===== config.mk =====
export PLATFORM = sky130hd
export DESIGN_NAME = ps2_rx_control_flat
export DESIGN_NICKNAME = d
export VERILOG_FILES = /design/src/rtl/ps2_rx_control_pkg.sv /design/src/rtl/ps2_rx_control_if.sv /design/src/rtl/ps2_clk_filter.sv /design/src/rtl/ps2_rx_control.sv /design/src/flat_wrapper.sv
export SDC_FILE = /design/constraint.sdc
export NUM_CORES = 1
export LEC_CHECK = 0
export ABC_AREA = 0
export BUFFER_PORTS_ARGS = -buffer_cell sky130_fd_sc_hd__buf_4
export CAP_MARGIN = 20
export CORE_ASPECT_RATIO = 0.6
export CORE_MARGIN = 1.5
export CORE_UTILIZATION = 62
export DETAILED_ROUTE_END_ITERATION = 10
export PLACE_DENSITY_LB_ADDON = 0.3
export REMOVE_ABC_BUFFERS = 1
export SYNTH_ARGS = -nofsm -noshare
export SYNTH_HDL_FRONTEND = slang
export SYNTH_SLANG_ARGS = --single-unit

===== constraint.sdc =====
create_clock -name Clk -period 6.3 [get_ports Clk]
set_input_delay 0.945 -clock Clk [delete_from_list [all_inputs] [get_ports Clk]]
set_output_delay 0.945 -clock Clk [all_outputs]
set_load 0.02 [all_outputs]

===== src/rtl/ps2_rx_control_pkg.sv =====
// Shared definitions for the PS/2 receive controller: FSM state encoding,
// default filter/timeout parameters and the PS/2 frame length.
package ps2_pkg;

    typedef enum logic [1:0] {
        ST_IDLE  = 2'd0,
        ST_RECV  = 2'd1,
        ST_CHECK = 2'd2,
        ST_ERR   = 2'd3
    } rx_state_e;

    localparam int unsigned FILTER_LEN_DEF = 8;
    localparam int unsigned TIMEOUT_DEF    = 100000;
    // start + 8 data + parity + stop
    localparam int unsigned FRAME_BITS     = 11;

endpackage


===== src/rtl/ps2_rx_control_if.sv =====
// Strobe/flag bundle between the PS/2 receive controller and the scan-code
// shift datapath.
//   master (controller): drives Load, Borrar, New, DataSync;
//                        reads EndTras, ParityCoherente.
//   slave  (datapath)  : the reverse.
interface ps2_rx_control_if;

    logic Load;
    logic Borrar;
    logic New;
    logic DataSync;
    logic EndTras;
    logic ParityCoherente;

    modport master (
        output Load, Borrar, New, DataSync,
        input  EndTras, ParityCoherente
    );

    modport slave (
        input  Load, Borrar, New, DataSync,
        output EndTras, ParityCoherente
    );

endinterface


===== src/rtl/ps2_clk_filter.sv =====
// PS/2 keyboard clock conditioning: 2-flop synchronizer, glitch filter and a
// registered one-cycle falling-edge strobe.
//   clk_i    : system clock
//   rst_i    : synchronous active-high reset
//   kb_clk_i : raw asynchronous PS/2 clock pin
//   fall_o   : one-cycle strobe after the filtered clock goes high->low
module ps2_clk_filter
    import ps2_pkg::*;
#(
    parameter int unsigned FILTER_LEN = FILTER_LEN_DEF
) (
    input  logic clk_i,
    input  logic rst_i,
    input  logic kb_clk_i,
    output logic fall_o
);

    localparam int unsigned CNT_W = $clog2(FILTER_LEN + 1);

    logic [1:0]       sync_q;
    logic             level_q, level_d;
    logic [CNT_W-1:0] cnt_q, cnt_d;
    logic             fall_q, fall_d;

    // Filter: count consecutive samples that disagree with the filtered
    // level; flip the level once the count reaches FILTER_LEN.
    always_comb begin
        level_d = level_q;
        cnt_d   = '0;
        if (sync_q[1] != level_q) begin
            if (cnt_q == CNT_W'(FILTER_LEN)) begin
                level_d = ~level_q;
            end else begin
                cnt_d = cnt_q + CNT_W'(1);
            end
        end
        fall_d = level_q & ~level_d;
    end

    always_ff @(posedge clk_i) begin
        if (rst_i) begin
            sync_q  <= 2'b11;
            level_q <= 1'b1;
            cnt_q   <= '0;
            fall_q  <= 1'b0;
        end else begin
            sync_q  <= {sync_q[0], kb_clk_i};
            level_q <= level_d;
            cnt_q   <= cnt_d;
            fall_q  <= fall_d;
        end
    end

    assign fall_o = fall_q;

endmodule


===== src/rtl/ps2_rx_control.sv =====
// PS/2 receive controller. Sequences the scan-code shift datapath (Load,
// Borrar, New), checks frame completion/parity and recovers from stalled
// frames by timeout.
//   Clk, Reset      : system clock, synchronous active-high reset
//   ClkKB, DataKB   : raw asynchronous PS/2 pins
//   dp              : datapath strobes/flags (master side)
//   FrameError      : one-cycle strobe on bad parity/framing or timeout
//   Busy            : high while a frame is being received
module ps2_rx_control
    import ps2_pkg::*;
#(
    parameter int unsigned FILTER_LEN = FILTER_LEN_DEF,
    parameter int unsigned TIMEOUT    = TIMEOUT_DEF
) (
    input  logic              Clk,
    input  logic              Reset,
    input  logic              ClkKB,
    input  logic              DataKB,
    ps2_rx_control_if.master  dp,
    output logic              FrameError,
    output logic              Busy
);

    localparam int unsigned TO_W = $clog2(TIMEOUT);

    rx_state_e       state_q, state_d;
    logic [TO_W-1:0] tcnt_q, tcnt_d;
    logic [1:0]      data_sync_q;
    logic            fall;
    logic            load_c, borrar_c, new_c, fe_c, busy_c;

    ps2_clk_filter #(
        .FILTER_LEN (FILTER_LEN)
    ) u_clk_filter (
        .clk_i    (Clk),
        .rst_i    (Reset),
        .kb_clk_i (ClkKB),
        .fall_o   (fall)
    );

    // Data pin synchronizer; PS/2 data is stable far longer than the clock
    // filter delay, so no further alignment is needed.
    always_ff @(posedge Clk) begin
        if (Reset) begin
            data_sync_q <= 2'b00;
        end else begin
            data_sync_q <= {data_sync_q[0], DataKB};
        end
    end

    always_ff @(posedge Clk) begin
        if (Reset) begin
            state_q <= ST_IDLE;
            tcnt_q  <= '0;
        end else begin
            state_q <= state_d;
            tcnt_q  <= tcnt_d;
        end
    end

    // Next state and datapath strobes
    always_comb begin
        state_d  = state_q;
        tcnt_d   = '0;
        load_c   = 1'b0;
        borrar_c = 1'b0;
        new_c    = 1'b0;
        fe_c     = 1'b0;
        busy_c   = 1'b0;

        case (state_q)
            ST_IDLE: begin
                borrar_c = ~fall;
                if (fall) begin
                    load_c  = 1'b1;
                    state_d = ST_RECV;
                end
            end
            ST_RECV: begin
                busy_c = 1'b1;
                load_c = fall;
                if (!fall) begin
                    tcnt_d = tcnt_q + TO_W'(1);
                end
                // Compare the incremented count so ERR lands exactly
                // TIMEOUT cycles after the last fall.
                if (dp.EndTras) begin
                    state_d = ST_CHECK;
                end else if (!fall && tcnt_d == TO_W'(TIMEOUT - 1)) begin
                    state_d = ST_ERR;
                end
            end
            ST_CHECK: begin
                new_c   = dp.ParityCoherente;
                fe_c    = ~dp.ParityCoherente;
                state_d = ST_IDLE;
            end
            ST_ERR: begin
                fe_c     = 1'b1;
                borrar_c = 1'b1;
                state_d  = ST_IDLE;
            end
            default: begin
                state_d = ST_IDLE;
            end
        endcase

        // Hold the datapath cleared and quiet while reset is asserted,
        // including the cycle before the state register takes it.
        if (Reset) begin
            load_c   = 1'b0;
            new_c    = 1'b0;
            fe_c     = 1'b0;
            busy_c   = 1'b0;
            borrar_c = 1'b1;
        end
    end

    assign dp.Load     = load_c;
    assign dp.Borrar   = borrar_c;
    assign dp.New      = new_c;
    assign dp.DataSync = data_sync_q[1];
    assign FrameError  = fe_c;
    assign Busy        = busy_c;

endmodule


===== src/flat_wrapper.sv =====
// flat-port wrapper written by rule: the top's interface ports become plain ports
module ps2_rx_control_flat import ps2_pkg::*;
#(
    parameter int unsigned FILTER_LEN = FILTER_LEN_DEF,
    parameter int unsigned TIMEOUT    = TIMEOUT_DEF
)
  (Clk, Reset, ClkKB, DataKB, FrameError, Busy, dp_Load, dp_Borrar, dp_New, dp_DataSync, dp_EndTras, dp_ParityCoherente);
  ps2_rx_control_if dp_i ();
  input  logic Clk;
  input  logic Reset;
  input  logic ClkKB;
  input  logic DataKB;
  output logic FrameError;
  output logic Busy;
  output wire logic [$bits(dp_i.Load)-1:0] dp_Load;
  output wire logic [$bits(dp_i.Borrar)-1:0] dp_Borrar;
  output wire logic [$bits(dp_i.New)-1:0] dp_New;
  output wire logic [$bits(dp_i.DataSync)-1:0] dp_DataSync;
  input wire logic [$bits(dp_i.EndTras)-1:0] dp_EndTras;
  input wire logic [$bits(dp_i.ParityCoherente)-1:0] dp_ParityCoherente;
  assign dp_Load = dp_i.Load;
  assign dp_Borrar = dp_i.Borrar;
  assign dp_New = dp_i.New;
  assign dp_DataSync = dp_i.DataSync;
  assign dp_i.EndTras = dp_EndTras;
  assign dp_i.ParityCoherente = dp_ParityCoherente;
  ps2_rx_control #(.FILTER_LEN(FILTER_LEN), .TIMEOUT(TIMEOUT)) u_core (.Clk(Clk), .Reset(Reset), .ClkKB(ClkKB), .DataKB(DataKB), .dp(dp_i), .FrameError(FrameError), .Busy(Busy));
endmodule

# Word level (Yosys, flattened, before mapping)
# Cells that the tools add are included.
classes:
  n_addsub: 2
  eq_ne: 8
  muxes: 19
  n_bitwise: 7
  reduce_logical: 7
ops:
  columns: ["op", "n"]
  rows:
  - ["$mux 17", 2]
  - ["$add 17x1->17 const B", 1]
  - ["$eq 17x17->1 const B", 1]
  - ["$mux 1", 10]
  - ["$mux 2", 3]
  - ["$not 1->1", 6]
  - ["$pmux 1 s2", 3]
  - ["$pmux 2 s3", 1]
  - ["$add 4x1->4 const B", 1]
  - ["$eq 2x2->1 const B", 2]
  - ["$eq 4x4->1 const B", 1]
  - ["$reduce_or 2->1", 2]
  - ["$ne 3x2->1 const B", 1]
  - ["$reduce_or 3->1", 1]
  - ["$eq 2x1->1 const B", 1]
  - ["$logic_not 2->1", 1]
  - ["$ne 2x2->1 const B", 1]
  - ["$reduce_and 2->1", 1]
  - ["$and 1x1->1", 1]
  - ["$logic_and 1x1->1", 1]
  - ["$logic_not 1->1", 1]
  - ["$ne 1x1->1", 1]
word_totals:
  register_bits: 29
  in_bits: 6
  output_inout_bits: 6
  wordCells: 50

# Depth between registers and ports, before layout
# Gate-level depths: netlist (run 1).
depth:
  depth_word: 8
  mapped_depth: 8
  mapped_depth_nobuf: 7

# Hierarchy
# Synthesis (run 1) repeated with hierarchy kept, for this count alone.
hier_totals:
  cells_unflattened: 165
  area_unflattened_um2: 1514.0
by_module_without_submodules:
  columns: ["mod", "instances", "cells_each", "area_per_inst_um2", "seq_area_each_um2"]
  rows:
  - ["ps2_rx_control", 1, 137, 1206.2, 420.4]
  - ["ps2_clk_filter", 1, 28, 307.8, 160.2]

# Worst setup path after synthesis (run 1)
# Ideal clock, no wire load.
synth_path:
  path_kind: "input to output"
  startpoint: "input port Reset"
  endpoint: "output port dp_Load"
  t_arrival_ns: 1.643
  required_ns: 5.355
  path_slack_ns: 3.712
  cell_stages: 2
  path_buffers: 1
  cell_sequence: "clkbuf_1 > nor3_1"
synth_via:
  elab_chain_cells: 1
synth_lines:
  columns: ["element", "line_no", "text"]
  rows:
  - ["start: declaration", "flat_wrapper.sv:10", "input logic Reset;"]
  - ["$mux 1", "ps2_rx_control.sv:110", "if (Reset) begin"]
  - ["end: declaration", "flat_wrapper.sv:15", "output wire logic [$bits(dp_i.Load)-1:0] dp_Load;"]
# Every way passes these cells.

# Final worst setup path (run 1)
layout_path:
  startpoint: "register u_core.state_q[1]"
  endpoint: "output port dp_Borrar"
layout_via:
  elab_chain_cells: 3
  elab_cells_between_ends: 4
  cone_classes: "1 x eq/ne; 2 x mux; 1 x reduce/logical"
layout_lines:
  columns: ["element", "line_no", "text"]
  rows:
  - ["start: declaration", "ps2_rx_control.sv:26", "rx_state_e state_q, state_d;"]
  - ["start signal: assignment", "ps2_rx_control.sv:56", "state_q <= state_d;"]
  - ["$eq 2x2->1 / $logic_not 2->1 (equally long branches)", "ps2_rx_control.sv:71", "case (state_q)"]
  - ["$pmux 1 s2 *", "ps2_rx_control.sv:71", null]
  - ["$mux 1 *", "ps2_rx_control.sv:110", null]
  - ["end: declaration", "flat_wrapper.sv:16", "output wire logic [$bits(dp_i.Borrar)-1:0] dp_Borrar;"]
# Mark *: on every way between the ends. The rest lies on a longest branch, timed or not.

==> impl_metrics.ini, run 1 <==
[status]
status = completed

[global_routing]
grt_pass1_wl_mm = 5.03
overflow = 0
antenna_found_initial = 0
grt_pass1_vias = 1081
grt_usage_pct = 27.0
grt_max_degree = 17

[routing]
drt_wl_total_mm = 3.00
drt_first_pass_iters = 4
ant_nets = 0
met1_length_mm = 1.51
top_layer = met4
route.detailed.drc = 0
wl_met3_um = 154
wl_per_cell_um = 13.7
wl_met2_mm = 1.26
viasPerCell = 5.43
drt_iter0_drc = 154
vias = 1190

[sta]
fin_crit_ps = 2490
slew_headroom_pct = 62.3
slew_viol_final = 0
hold_ws_ps = 437
rsz0062_at_grt = no
final-hold-violation-count = 0
setup_tns_ps = 0
skew_ps = 3.36
fin_crit_sh_pct = 39.5
max_freq_mhz = 402
setup_violations = 0
max_slew.worst_pin.slew_ps = 564

[cells_and_area]
design_area_um2 = 1700
final_util_pct = 76.2
stdcell_count = 219
nets = 201
syn_to_final_growth_pct = 13.3
drive_gt1_share_pct = 14.8
antenna_cells = 0

[clock_network]
tritoncts = done
cts_hold_buf = 0
clock_sinks = 29
worstSkewPairLatency_ps = 290
clockBufferDepth = 2
postCtsSetupBuffers = 0
cts-root-buf = clkbuf_8
cts_resized = 0
numCtsBuffers = 5
h-tree-depth = 2
clk_pin_slew_worst_paths_ps = 60

[setup_path]
regToRegStartpoint = u_core.tcnt_q[6]
worstPathMaxFanout = 4
startpoint = u_core.state_q[1]
cp_slowest_cell = dfxtp_1
cp.required_ps = 5350
path_buf_inv = 2
slowest_delay_ps = 360
cp.arrival_ps = 1540
critPathKind = flop to output port
path_cells = inv_1, ha_1, nor2b_1, nor2_1, o21ai_0, buf_4
endpoint_kind = output port
cp_top_family = flip-flops
startpoint_type = flop

[pwr]
p_int_w = 0.000330
seq_power_share_pct = 43.2
leakagePower_nw = 0.661
comb_power_share_pct = 20.5
clkPwrFrac_pct = 36.3
cellPowerDensity_nw_per_um2 = 276
vdd.ir_drop.worst_mv = 0.198
p_switching_w = 0.000139
p_sw_share_pct = 29.7

[synth]
async_reset_ff_share_pct = 0
netlist_area_um2 = 1500
synthCells = 175
yosys_warnings = 0
ys_types = 37
synth-seq-cells = 29
synth_edf_count = 0
ys.flop_type = dfxtp_1
syn_area_per_cell_um2 = 8.57
ys_seq_area_share_pct = 38.7

[die]
fp-row-count = 13
dieArea_um2 = 2730
die_h_um = 41.1
initial_core_util_pct = 67.3
die-width_um = 66.5
coreArea_um2 = 2230
io-pin-count = 12

[min_path]
min-delay-start = u_core.data_sync_q[0]
hold_class = flop to flop

[placement]
place_inst = 211
dpl.hpwl_mm = 2.18
port_buffers = 11
gp_congestion = 0.849
placed_area_um2 = 1600

[job]
drv_cap = 0
-- worst reg2reg max path, stage by stage, from the launching register on --
cell	delay (ps)
dfxtp_1	510
nand4_4	230
nor4_1	500
mux2_2	400
a211oi_2	200
nand4_1	210
a211oi_2	260
-- power groups by stage --
stage,sequential (W),combinational [W],clock [W]
2_1_floorplan,0.000203,0.0000677,0
3_3_place_gp,0.000204,0.0000924,0
3_5_place_dp,0.000206,0.0000958,0
4_1_cts,0.000202,0.0000966,0.000173
5_1_grt,0.000204,0.000109,0.000182
6_report,0.000203,0.0000962,0.000170
-- area by class of cell --
cell class / count / area [um^2]
multi-input cells: 130 / 855
well taps: 30 / 37.5
fillers: 158 / 531
inverters: 11 / 41.3
repair buffers: 11 / 82.6
clock inverters: 1 / 5.00
clock buffers: 7 / 96.3
flip-flops and latches: 29 / 581
-- sequential cells by signal, summed over array words and instances, names as in the netlist --
signal                       flops
u_core.tcnt_q                   17
u_core.u_clk_filter.cnt_q        4
u_core.data_sync_q               2
u_core.state_q                   2
u_core.u_clk_filter.sync_q       2
u_core.u_clk_filter.fall_o       1
u_core.u_clk_filter.level_q      1
-- cells in the mapped netlist (all sizes together) (2+ instances only) --
cell type	number	area share [%]
buf	3	1.0
inv	11	2.8
a21oi	2	0.67
and3	5	2.1
or2	2	0.83
a211oi	4	3.0
nand2	11	2.8
dfxtp	29	39
nand3	8	2.7
nor2	35	8.8
o21ai	2	0.67
clkbuf	2	0.50
xnor2	11	6.4
nand4	5	3.1
nor2b	5	2.1
ha	7	5.8
nor4	2	1.8
nor3	4	1.3
xor2	10	5.8
o31a	3	1.8
-- worst paths after layout --
path	depth (start not counted)	endpoint	slack [ps]
min reg2reg	1	u_core.data_sync_q[1]	440
max	6	dp_Borrar	3810
max reg2reg	6	u_core.state_q[1]	3900
min	1	u_core.data_sync_q[1]	440
-- layer usage --
layer / global-route usage [%] / up-vias
met5: 0 / -
met4: 15.8 / 0
met3: 9.07 / 9
met2: 39.8 / 29
met1: 35.1 / 538
li1: - / 614
-- layout by cell type (no fill, tap or decap) --
cell	n
nor2_1	35
dfxtp_1	29
inv_1	11
nand2_1	11
xnor2_1	11
buf_4	11
xor2_1	10
nand3_1	8
ha_1	7
clkbuf_8	7
nor2b_1	5
and3_1	5
nor3_1	4
nand4_1	4
o31a_1	3
a211oi_2	3
a21oi_1	2
o21ai_0	2
or2_2	2
nand4_4	1
and4_1	1
or3_1	1
and2_1	1
o211ai_1	1
nor3b_1	1
a22oi_1	1
nand4b_1	1
o22ai_1	1
a311oi_1	1
a31o_2	1
nor4_4	1
nand2b_1	1
nor4_1	1
mux2_2	1
a211oi_1	1
or2b_1	1
a221oi_1	1
clkinv_2	1
-- cells by family (layout without fill, tap and decap cells) --
| logic type | count (synthesis) | in the layout | synth area share, % |
|---|---|---|---|
| AOI/OAI and AO/OA | 17 | 17 | 9.27 |
| xor gates and xnor gates | 21 | 21 | 12.3 |
| adders and majority gates | 7 | 7 | 5.84 |
| buffers and inverters | 16 | 30 | 4.26 |
| DFF | 29 | 29 | 38.7 |
| muxes | 1 | 1 | 0.751 |
| and+or+nand+nor | 84 | 84 | 28.9 |
-- metrics by stage --
| step | total power (W) | worst slack, ps |
|---|---|---|
| 6_report | 0.000469 | 3810 |
| 5_1_grt | 0.000494 | 3660 |
| 3_3_place_gp | 0.000297 | 3890 |
| 3_5_place_dp | 0.000302 | 3880 |
| 2_1_floorplan | 0.000271 | 3930 |
| 4_1_cts | 0.000472 | 3820 |
(Power assumes the default switching activity.)
==> run 2: changes to the inputs <==
--- a/config.mk
+++ b/config.mk
@@ -10,7 +10,7 @@
 export CAP_MARGIN = 20
 export CORE_ASPECT_RATIO = 0.6
 export CORE_MARGIN = 1.5
-export CORE_UTILIZATION = 62
+export CORE_UTILIZATION = 58
 export DETAILED_ROUTE_END_ITERATION = 10
 export PLACE_DENSITY_LB_ADDON = 0.3
 export REMOVE_ABC_BUFFERS = 1
==> constraint.sdc (replaced) <==
create_clock -name Clk -period 2.5 [get_ports Clk]
set_input_delay 0.375 -clock Clk [delete_from_list [all_inputs] [get_ports Clk]]
set_output_delay 0.375 -clock Clk [all_outputs]
set_load 0.02 [all_outputs]
==> impl_metrics.ini, run 2 (synthesis gave the netlist of run 1 again) <==
[die]
initial_core_util_pct = 60.7
dieArea_um2 = 2910
die-width_um = 68.6
io-pin-count = 12
coreArea_um2 = 2470
fp-row-count = 14
die_h_um = 42.4

[setup_path]
startpoint = u_core.tcnt_q[6]
cp.required_ps = 2710
cp.arrival_ps = 2500
regToRegStartpoint = u_core.tcnt_q[6]
worstPathMaxFanout = 9
endpoint_kind = flop
startpoint_type = flop
critPathKind = flop to flop

[cells_and_area]
top_regs = u_core.tcnt_q (17), u_core.u_clk_filter.cnt_q (4)
nets = 202
syn_to_final_growth_pct = 14.4
largest_reg_flops = 17
antenna_cells = 0
final_cell_mix = nor2_1 (35), dfxtp_1 (29), buf_4 (12)
drive_gt1_share_pct = 15.8
n_fill_cell = 193
final_common_cell = nor2_1
largest-register = u_core.tcnt_q

[sta]
slew_viol_final = 0
setup_tns_ps = 0
skew_ps = 5.42
fin_crit_sh_pct = 91.6
fin_crit_ps = 2290
final-hold-violation-count = 0
max_slew.worst_pin.slew_ps = 537
slew_headroom_pct = 64.1
max_freq_mhz = 437
rsz0062_at_grt = no
setup_violations = 0

[placement]
port_buffers = 11
gp_congestion = 0.851
dpl.hpwl_mm = 2.12

[clock_network]
clockBufferDepth = 2
clock_sinks = 29
tritoncts = done
worstSkewPairLatency_ps = 290
cts_hold_buf = 0
postCtsSetupBuffers = 0
h-tree-depth = 2
numCtsBuffers = 5
cts-root-buf = clkbuf_8
clk_pin_slew_worst_paths_ps = 60

[routing]
ant_nets = 0
wl_per_cell_um = 13.5
vias = 1226
drt_iter0_drc = 41
route.detailed.drc = 0
viasPerCell = 5.52
drt_wl_total_mm = 3.00
drt_first_pass_iters = 4

[global_routing]
antenna_found_initial = 0
grt_pass1_wl_mm = 4.99
overflow = 0
grt_max_degree = 17
grt_usage_pct = 24.3
grt_pass1_vias = 1104

[min_path]
hold_class = input pin to flop
min-delay-start = ClkKB

[pwr]
p_total_w = 0.00118
cellPowerDensity_nw_per_um2 = 690
vdd.ir_drop.worst_mv = 0.424
leakagePower_nw = 0.665

[job]
drv_cap = 0

[status]
status = completed
run 2: worst max-delay path: stages, from the launching register on:
cell	delay, ps
dfxtp_1	510
nand4_4	240
nor4_2	440
mux2_2	390
a211oi_2	190
nand4_1	210
a211oi_2	240
run 2: path summary, 6_finish.rpt:
check	endpoint	slack [ps]	depth (start not counted)
setup / recovery	u_core.state_q[1]	210	6
hold / removal	u_core.u_clk_filter.sync_q[0]	290	2
setup reg to reg	u_core.state_q[1]	210	6
hold reg to reg	u_core.u_clk_filter.sync_q[1]	420	1
run 2: final cells by class:
cell class	instances	area (um^2)	share of cell area, %
Clock buffer	7	96.3	5.62
Sequential cell	29	581	33.9
Inverter	11	41.3	2.41
Multi-Input combinational cell	130	861	50.2
Tap cell	32	40.0	2.34
Timing Repair Buffer	12	90.1	5.26
Clock inverter	1	5.00	0.292
run 2: power by group:
| part | switching, W | total (W) | leakage (nW) | internal [W] |
|---|---|---|---|---|
| clock | 0.000179 | 0.000427 | 0.0542 | 0.000248 |
| sequential | 0.0000231 | 0.000508 | 0.235 | 0.000485 |
| combinational | 0.000149 | 0.000248 | 0.376 | 0.0000989 |
| total | 0.000352 | 0.00118 | 0.665 | 0.000832 |
run 2: repair_timing:
| item | in CTS | in global routing |
|---|---|---|
| hold endpoints to repair | 0 | 0 |
| endpoints found under the setup margin | 0 | 2 |
| gates resized for setup | 0 | 1 |
run 2: through the flow:
| stage | hold slack, ps | cell area [um^2] | worst slack, ps | instances | util, % |
|---|---|---|---|---|---|
| floorplan | 389 | 1480 | 387 | 170 | - |
| global placement | 391 | 1610 | 261 | 214 | 65.0 |
| detailed placement | 401 | 1610 | 135 | 214 | 65.0 |
| CTS | 285 | 1710 | 118 | 222 | 69.1 |
| global route | 278 | 1710 | 87.0 | 222 | 69.4 |
| finish | 289 | 1710 | 209 | 222 | 69.4 |
run 2: layer usage:
layer / wire length, um / vias to the layer above / GRT usage [%]
li1: - / 613 / -
met2: 1350 / 33 / 34.6
met1: 1430 / 573 / 31.0
met5: 0 / - / 0
met3: 162 / 7 / 9.68
met4: 55 / 0 / 13.6
